[src/rtl/cla_pipe_adder.sv]
// Pipelined carry-lookahead adder/subtractor with valid/ready handshake and global stall.
// Define CLA_PIPE_FLAGS_EN to build the registered ovf/zero flags; otherwise they read 0.
module cla_pipe_adder #(
  parameter int WIDTH  = 32,
  parameter int BLOCK  = 4,
  parameter int STAGES = 2
) (
  input  logic             clk,
  input  logic             rst,
  input  logic             in_valid,
  output logic             in_ready,
  input  logic [WIDTH-1:0] a,
  input  logic [WIDTH-1:0] b,
  input  logic             cin,
  input  logic             sub,
  output logic             out_valid,
  input  logic             out_ready,
  output logic [WIDTH-1:0] sum,
  output logic             cout,
  output logic             ovf,
  output logic             zero
);

  localparam int SW   = WIDTH / STAGES;
  localparam int NGRP = SW / BLOCK;

  if ((STAGES < 1) || (STAGES > 4) || ((WIDTH % (STAGES * BLOCK)) != 0)) begin : g_bad_params
    $error("cla_pipe_adder: WIDTH must be a multiple of STAGES*BLOCK and STAGES must be 1..4");
  end

  // Per-group lookahead: each carry is a flat sum of generate/propagate products
  // off the group carry-in; groups themselves ripple within the slice.
  function automatic logic [SW:0] cla_add(input logic [SW-1:0] x, input logic [SW-1:0] y,
                                          input logic ci);
    logic [SW-1:0] g;
    logic [SW-1:0] p;
    logic [SW:0]   c;
    logic          term;
    logic          prod;
    g    = x & y;
    p    = x ^ y;
    c    = '0;
    c[0] = ci;
    for (int grp = 0; grp < NGRP; grp++) begin
      for (int i = 1; i <= BLOCK; i++) begin
        term = c[grp*BLOCK];
        for (int m = 0; m < i; m++) term = term & p[grp*BLOCK+m];
        for (int m = 0; m < i; m++) begin
          prod = g[grp*BLOCK+m];
          for (int n = m + 1; n < i; n++) prod = prod & p[grp*BLOCK+n];
          term = term | prod;
        end
        c[grp*BLOCK+i] = term;
      end
    end
    return {c[SW], p ^ c[SW-1:0]};
  endfunction

  logic             stall;
  logic [WIDTH-1:0] b_eff;
  logic             c0;

  always_comb begin
    b_eff = sub ? ~b : b;
    c0    = sub ? 1'b1 : cin;
  end

  for (genvar k = 0; k < STAGES; k++) begin : g_stage
    localparam int AW = WIDTH - k * SW;
    logic [AW-1:0]       a_in;
    logic [AW-1:0]       b_in;
    logic                c_in;
    logic                v_in;
    logic [SW-1:0]       s_slice;
    logic [(k+1)*SW-1:0] s_d;
    logic [(k+1)*SW-1:0] s_q;
    logic                c_d;
    logic                c_q;
    logic                vld_d;
    logic                vld_q;

    // stage k input: ports for k=0, otherwise the previous stage registers
    if (k == 0) begin : g_head
      assign a_in = a;
      assign b_in = b_eff;
      assign c_in = c0;
      assign v_in = in_valid;
      assign s_d  = s_slice;
    end else begin : g_body
      assign a_in = g_stage[k-1].g_fwd.a_q;
      assign b_in = g_stage[k-1].g_fwd.b_q;
      assign c_in = g_stage[k-1].c_q;
      assign v_in = g_stage[k-1].vld_q;
      assign s_d  = {s_slice, g_stage[k-1].s_q};
    end

    always_comb begin
      {c_d, s_slice} = cla_add(a_in[SW-1:0], b_in[SW-1:0], c_in);
      vld_d          = v_in;
    end

    always_ff @(posedge clk or posedge rst) begin
      if (rst)         vld_q <= 1'b0;
      else if (!stall) vld_q <= vld_d;
    end

    always_ff @(posedge clk) begin
      if (!stall) begin
        s_q <= s_d;
        c_q <= c_d;
      end
    end

    // upper operand slices not yet consumed travel to the next stage
    if (k < STAGES - 1) begin : g_fwd
      logic [AW-SW-1:0] a_d;
      logic [AW-SW-1:0] a_q;
      logic [AW-SW-1:0] b_d;
      logic [AW-SW-1:0] b_q;
      always_comb begin
        a_d = a_in[AW-1:SW];
        b_d = b_in[AW-1:SW];
      end
      always_ff @(posedge clk) begin
        if (!stall) begin
          a_q <= a_d;
          b_q <= b_d;
        end
      end
    end

`ifdef CLA_PIPE_FLAGS_EN
    if (k == STAGES - 1) begin : g_tail
      logic ovf_d;
      logic ovf_q;
      logic zero_d;
      logic zero_q;
      always_comb begin
        ovf_d  = (a_in[AW-1] == b_in[AW-1]) & (s_d[WIDTH-1] != a_in[AW-1]);
        zero_d = (s_d == '0);
      end
      always_ff @(posedge clk) begin
        if (!stall) begin
          ovf_q  <= ovf_d;
          zero_q <= zero_d;
        end
      end
    end
`endif
  end

  // output stage: data is only meaningful while out_valid, so it reads 0 otherwise
  assign out_valid = g_stage[STAGES-1].vld_q;
  assign stall     = out_valid & ~out_ready;
  assign in_ready  = ~stall;
  assign sum       = out_valid ? g_stage[STAGES-1].s_q : '0;
  assign cout      = out_valid & g_stage[STAGES-1].c_q;
`ifdef CLA_PIPE_FLAGS_EN
  assign ovf       = out_valid & g_stage[STAGES-1].g_tail.ovf_q;
  assign zero      = out_valid & g_stage[STAGES-1].g_tail.zero_q;
`else
  assign ovf       = 1'b0;
  assign zero      = 1'b0;
`endif

endmodule

[config.mk]
export PLATFORM = sky130hd
export DESIGN_NAME = cla_pipe_adder
export DESIGN_NICKNAME = d
export VERILOG_FILES = /design/src/rtl/cla_pipe_adder.sv
export SDC_FILE = /design/constraint.sdc
export NUM_CORES = 1
export LEC_CHECK = 0
export CORE_ASPECT_RATIO = 0.6
export CORE_MARGIN = 2
export CORE_UTILIZATION = 45
export DETAILED_ROUTE_END_ITERATION = 8
export GPL_ROUTABILITY_DRIVEN = 0
export GPL_TIMING_DRIVEN = 1
export PLACE_DENSITY = 0.74
export SYNTH_ARGS = -nofsm -noshare
export SYNTH_HDL_FRONTEND = slang
export SYNTH_SLANG_ARGS = --single-unit
[constraint.sdc]
create_clock -name clk -period 3.28 [get_ports clk]
set_input_delay 0.492 -clock clk [delete_from_list [all_inputs] [get_ports clk]]
set_output_delay 0.492 -clock clk [all_outputs]
set_load 0.005 [all_outputs]
==> impl_metrics.py <==
metrics = {
    "cts": {
        "clockRootBuffer": "clkbuf_16",
        "htreeDepth": 3,
        "cts_sinks": 84,
        "clock_latency_ns": 0.34,
        "cts-hold-fix-buffers": 0,
        "cts_tree": "built",
        "clock_path_buffers": 2,
        "numCtsBuffers": 9,
        "cts.reportedPaths.clkPinSlew_ns": 0.06,
    },
    "floorplan": {
        "die_y_um": 80.7,
        "die_x_um": 132,
        "die_area_um2": 10600,
        "ios": 107,
        "initial_core_util": 0.471,
        "row_count": 27,
        "core_um2": 9360,
    },
    "worst_setup_path": {
        "reg2reg_slack_ns": -0.34,
        "crit_fanout": 4,
        "crit_end": "g_stage[0].s_q[3]",
        "startpoint_type": "input port",
        "worst_r2r_endpoint": "g_stage[1].c_q",
        "crit_start": "sub",
        "cp-end-kind": "flip-flop",
        "r2r_cells": 17,
        "worst_ep_arrival_time_ns": 4.27,
        "required_ns": 3.45,
        "r2r_start": "g_stage[0].g_fwd.a_q[0]",
        "path_class": "input port to flip-flop",
    },
    "yosys": {
        "syn_area_um2": 4410,
        "synth_top_area_cell": "edfxtp_1",
        "synth_area_per_cell_um2": 14.4,
        "yosysSeqAreaShare": 0.570,
        "synth_seq_cells": 84,
        "synth_cell_types": 27,
        "postSynthCellCount": 307,
        "yosys.area.top_type_share": 0.558,
        "synth_area_leaders": "edfxtp_1 56%, ha_1 11%, xor2_1 8.1%, and2_1 4.7%, fa_1 3.6%",
        "synth.yosys.warnings": 0,
    },
    "sta": {
        "hold_violations": 0,
        "fmax_ghz": 0.244,
        "worstMarginPinSlew_ns": 0.568,
        "fin_crit_ns": 4.10,
        "clock_skew_ns": 0.00589,
        "rsz0062_at_grt": "true",
        "slew_headroom": 0.621,
        "setup_slack_ns": -0.823,
        "setup_viol": 12,
        "maxSlewViolCount": 0,
        "fin_crit_sh": 1.25,
    },
    "drt": {
        "vias_per_cell": 4.67,
        "dr.pass1.iters": 4,
        "wl_per_cell_um": 16.0,
        "drtAntennaViolNets": 0,
        "drc": 0,
        "drt-initial-drc-count": 105,
        "vias": 2955,
        "totalWireLength_um": 10100,
    },
    "run_status": {
        "failed_checks": "setup timing",
        "outcome": "complete, but fails checks",
    },
    "cells_and_area": {
        "n_antenna_cell": 0,
        "drive_above_1_share": 0.262,
        "stdcell_count": 633,
        "final_cell_area_um2": 6610,
        "final_util": 0.706,
        "area_growth_pct": 49.8,
        "layout.nets": 616,
    },
    "run": {
        "cap_violations": 0,
    },
    "global_route": {
        "grt_pass1_wl_um": 15200,
        "grt-busiest-layer": "met2",
        "grt_overflow_total": 0,
        "grt_max_degree": 41,
        "met3_usage": 0.0568,
        "grt_pass1_vias": 3156,
        "grtUsageTotal": 0.194,
        "grt_use_met2": 0.346,
        "antenna_found_initial": 0,
        "grtUsageMet1": 0.217,
    },
    "placed_design": {
        "hpwlAfterDp_um": 6140,
        "portBuffers": 104,
        "place_area_um2": 5700,
        "dp_slack_ns": -1.28,
        "post-place-cells": 552,
    },
    "pwr": {
        "powerDensity_nw_per_um2": 544,
        "cellLeakagePower_nw": 2.76,
        "vdd_ir_drop_max_uv": 282,
    },
    "hold_path": {
        "hold_class": "input port to asynchronous set/reset pin",
    },
}
## routing by layer
| layer | share of wire | wire length [µm] | vias to the layer above |
|---|---|---|---|
| met2 | 0.49 | 4960 | 100 |
| met4 | 0.038 | 389 | 0 |
| met5 | 0 | 0 | - |
| met3 | 0.045 | 455 | 32 |
| met1 | 0.43 | 4320 | 1384 |
| li1 | - | - | 1439 |
## critical path, cell delays in order
cell      delay, ns
buf_12         0.11
buf_6          0.12
xor2_2         0.18
ha_4           0.30
o211ai_1       0.14
buf_4          0.17
buf_4          0.12
buf_4          0.12
buf_4          0.13
buf_4          0.12
buf_4          0.12
buf_4          0.12
buf_4          0.13
buf_4          0.13
buf_4          0.13
buf_4          0.13
buf_4          0.13
buf_4          0.13
buf_4          0.12
buf_4          0.12
buf_4          0.12
buf_4          0.12
buf_4          0.12
buf_4          0.13
buf_4          0.13
buf_4          0.14
nand2_4        0.07
xor2_2         0.19
## cells in the mapped netlist
cell	n
conb_1	1
fa_1	8
a21oi_1	8
inv_1	16
or2_1	3
xnor2_1	13
o21a_1	8
xor2_4	2
a21boi_1	3
ha_1	40
nand2_1	8
mux2_4	1
a21o_1	5
dfrtp_1	2
nand2b_2	1
or2_2	1
xor2_1	41
nand2b_1	1
o211ai_1	8
edfxtp_1	82
buf_2	3
inv_2	2
nor2_1	11
and2_1	33
buf_6	3
buf_4	2
buf_12	1
## layout make-up
cell class                      count  area, µm²
Fill cell                         666       2750
Sequential cell                    84       2510
Multi-Input combinational cell    197       1900
Tap cell                          130        163
Timing Repair Buffer              188       1700
Clock buffer                        9        225
Clock inverter                      7       42.5
Inverter                           18       67.6
## what timing repair did
action | 4_1_cts | 5_1_grt
setup buffers | 60 | 14
endpoints found under the hold margin | 0 | 0
endpoints found under the setup margin | 12 | 16
pin swaps | 32 | 39
gates resized for setup | 24 | 21
cloned | 0 | 0
## sequential cells by signal, indices dropped and copies added, names as in the netlist
| signal | flops |
|---|---|
| g_stage.c_q | 2 |
| g_stage.vld_q | 1 |
| g_stage.s_q | 48 |
| out_valid | 1 |
| g_stage.g_fwd.a_q | 16 |
| g_stage.g_fwd.b_q | 16 |
## per-stage QoR
step	power [mW]	TNS [ns]	hold slack, ns
2_1_floorplan	2.01	-2.71	0.233
3_3_place_gp	2.42	-6.14	0.401
3_5_place_dp	2.46	-7.78	0.405
4_1_cts	3.53	-4.24	0.301
5_1_grt	3.77	-7.03	0.303
6_report	3.59	-4.89	0.303
## layout by cell type (no fill, tap or decap), types with 4 or more instances in the layout
| master | n |
|---|---|
| edfxtp_1 | 82 |
| nand2_1 | 7 |
| clkbuf_16 | 9 |
| xor2_1 | 38 |
| nor2_1 | 9 |
| o211ai_1 | 8 |
| a21oi_1 | 7 |
| o21a_1 | 8 |
| buf_4 | 81 |
| xnor2_1 | 12 |
| a21o_1 | 5 |
| fa_1 | 6 |
| clkdlybuf4s50_1 | 95 |
| inv_1 | 15 |
| and2_1 | 33 |
| ha_2 | 7 |
| ha_1 | 29 |
| ha_4 | 4 |
## how the worst min path moves through the flow
| stage | cells after the start | start | to | slack [ns] |
|---|---|---|---|---|
| finish | 2 | rst | g_stage[0].vld_q | 0.30 |
| global placement | 0 | g_stage[0].s_q[0] | g_stage[1].s_q[0] | 0.40 |
| detailed placement | 0 | g_stage[0].s_q[15] | g_stage[1].s_q[15] | 0.41 |
| floorplan | 1 | rst | g_stage[0].vld_q | 0.23 |
| global route | 2 | rst | g_stage[0].vld_q | 0.30 |
| CTS | 2 | rst | g_stage[0].vld_q | 0.30 |
## power by group
group | leakage, nW | internal, mW | switching [mW]
Sequential | 0.847 | 1.47 | 0.0645
Clock | 0.131 | 0.509 | 0.416
Combinational | 1.78 | 0.677 | 0.451
## cells by family (layout without fill, tap and decap cells)
logic type	after synthesis	in the layout	synth area share
flip-flops	84	84	0.570
AND/OR/NAND/NOR	58	58	0.0721
XOR/XNOR	56	56	0.120
adder cells (fa/ha/maj)	48	48	0.150
AO/OA/AOI/OAI	32	32	0.0499
buffers and inverters	27	222	0.0343
other	1	2	0.000850
multiplexers	1	1	0.00340
Power figures use the tool's default switching activity.
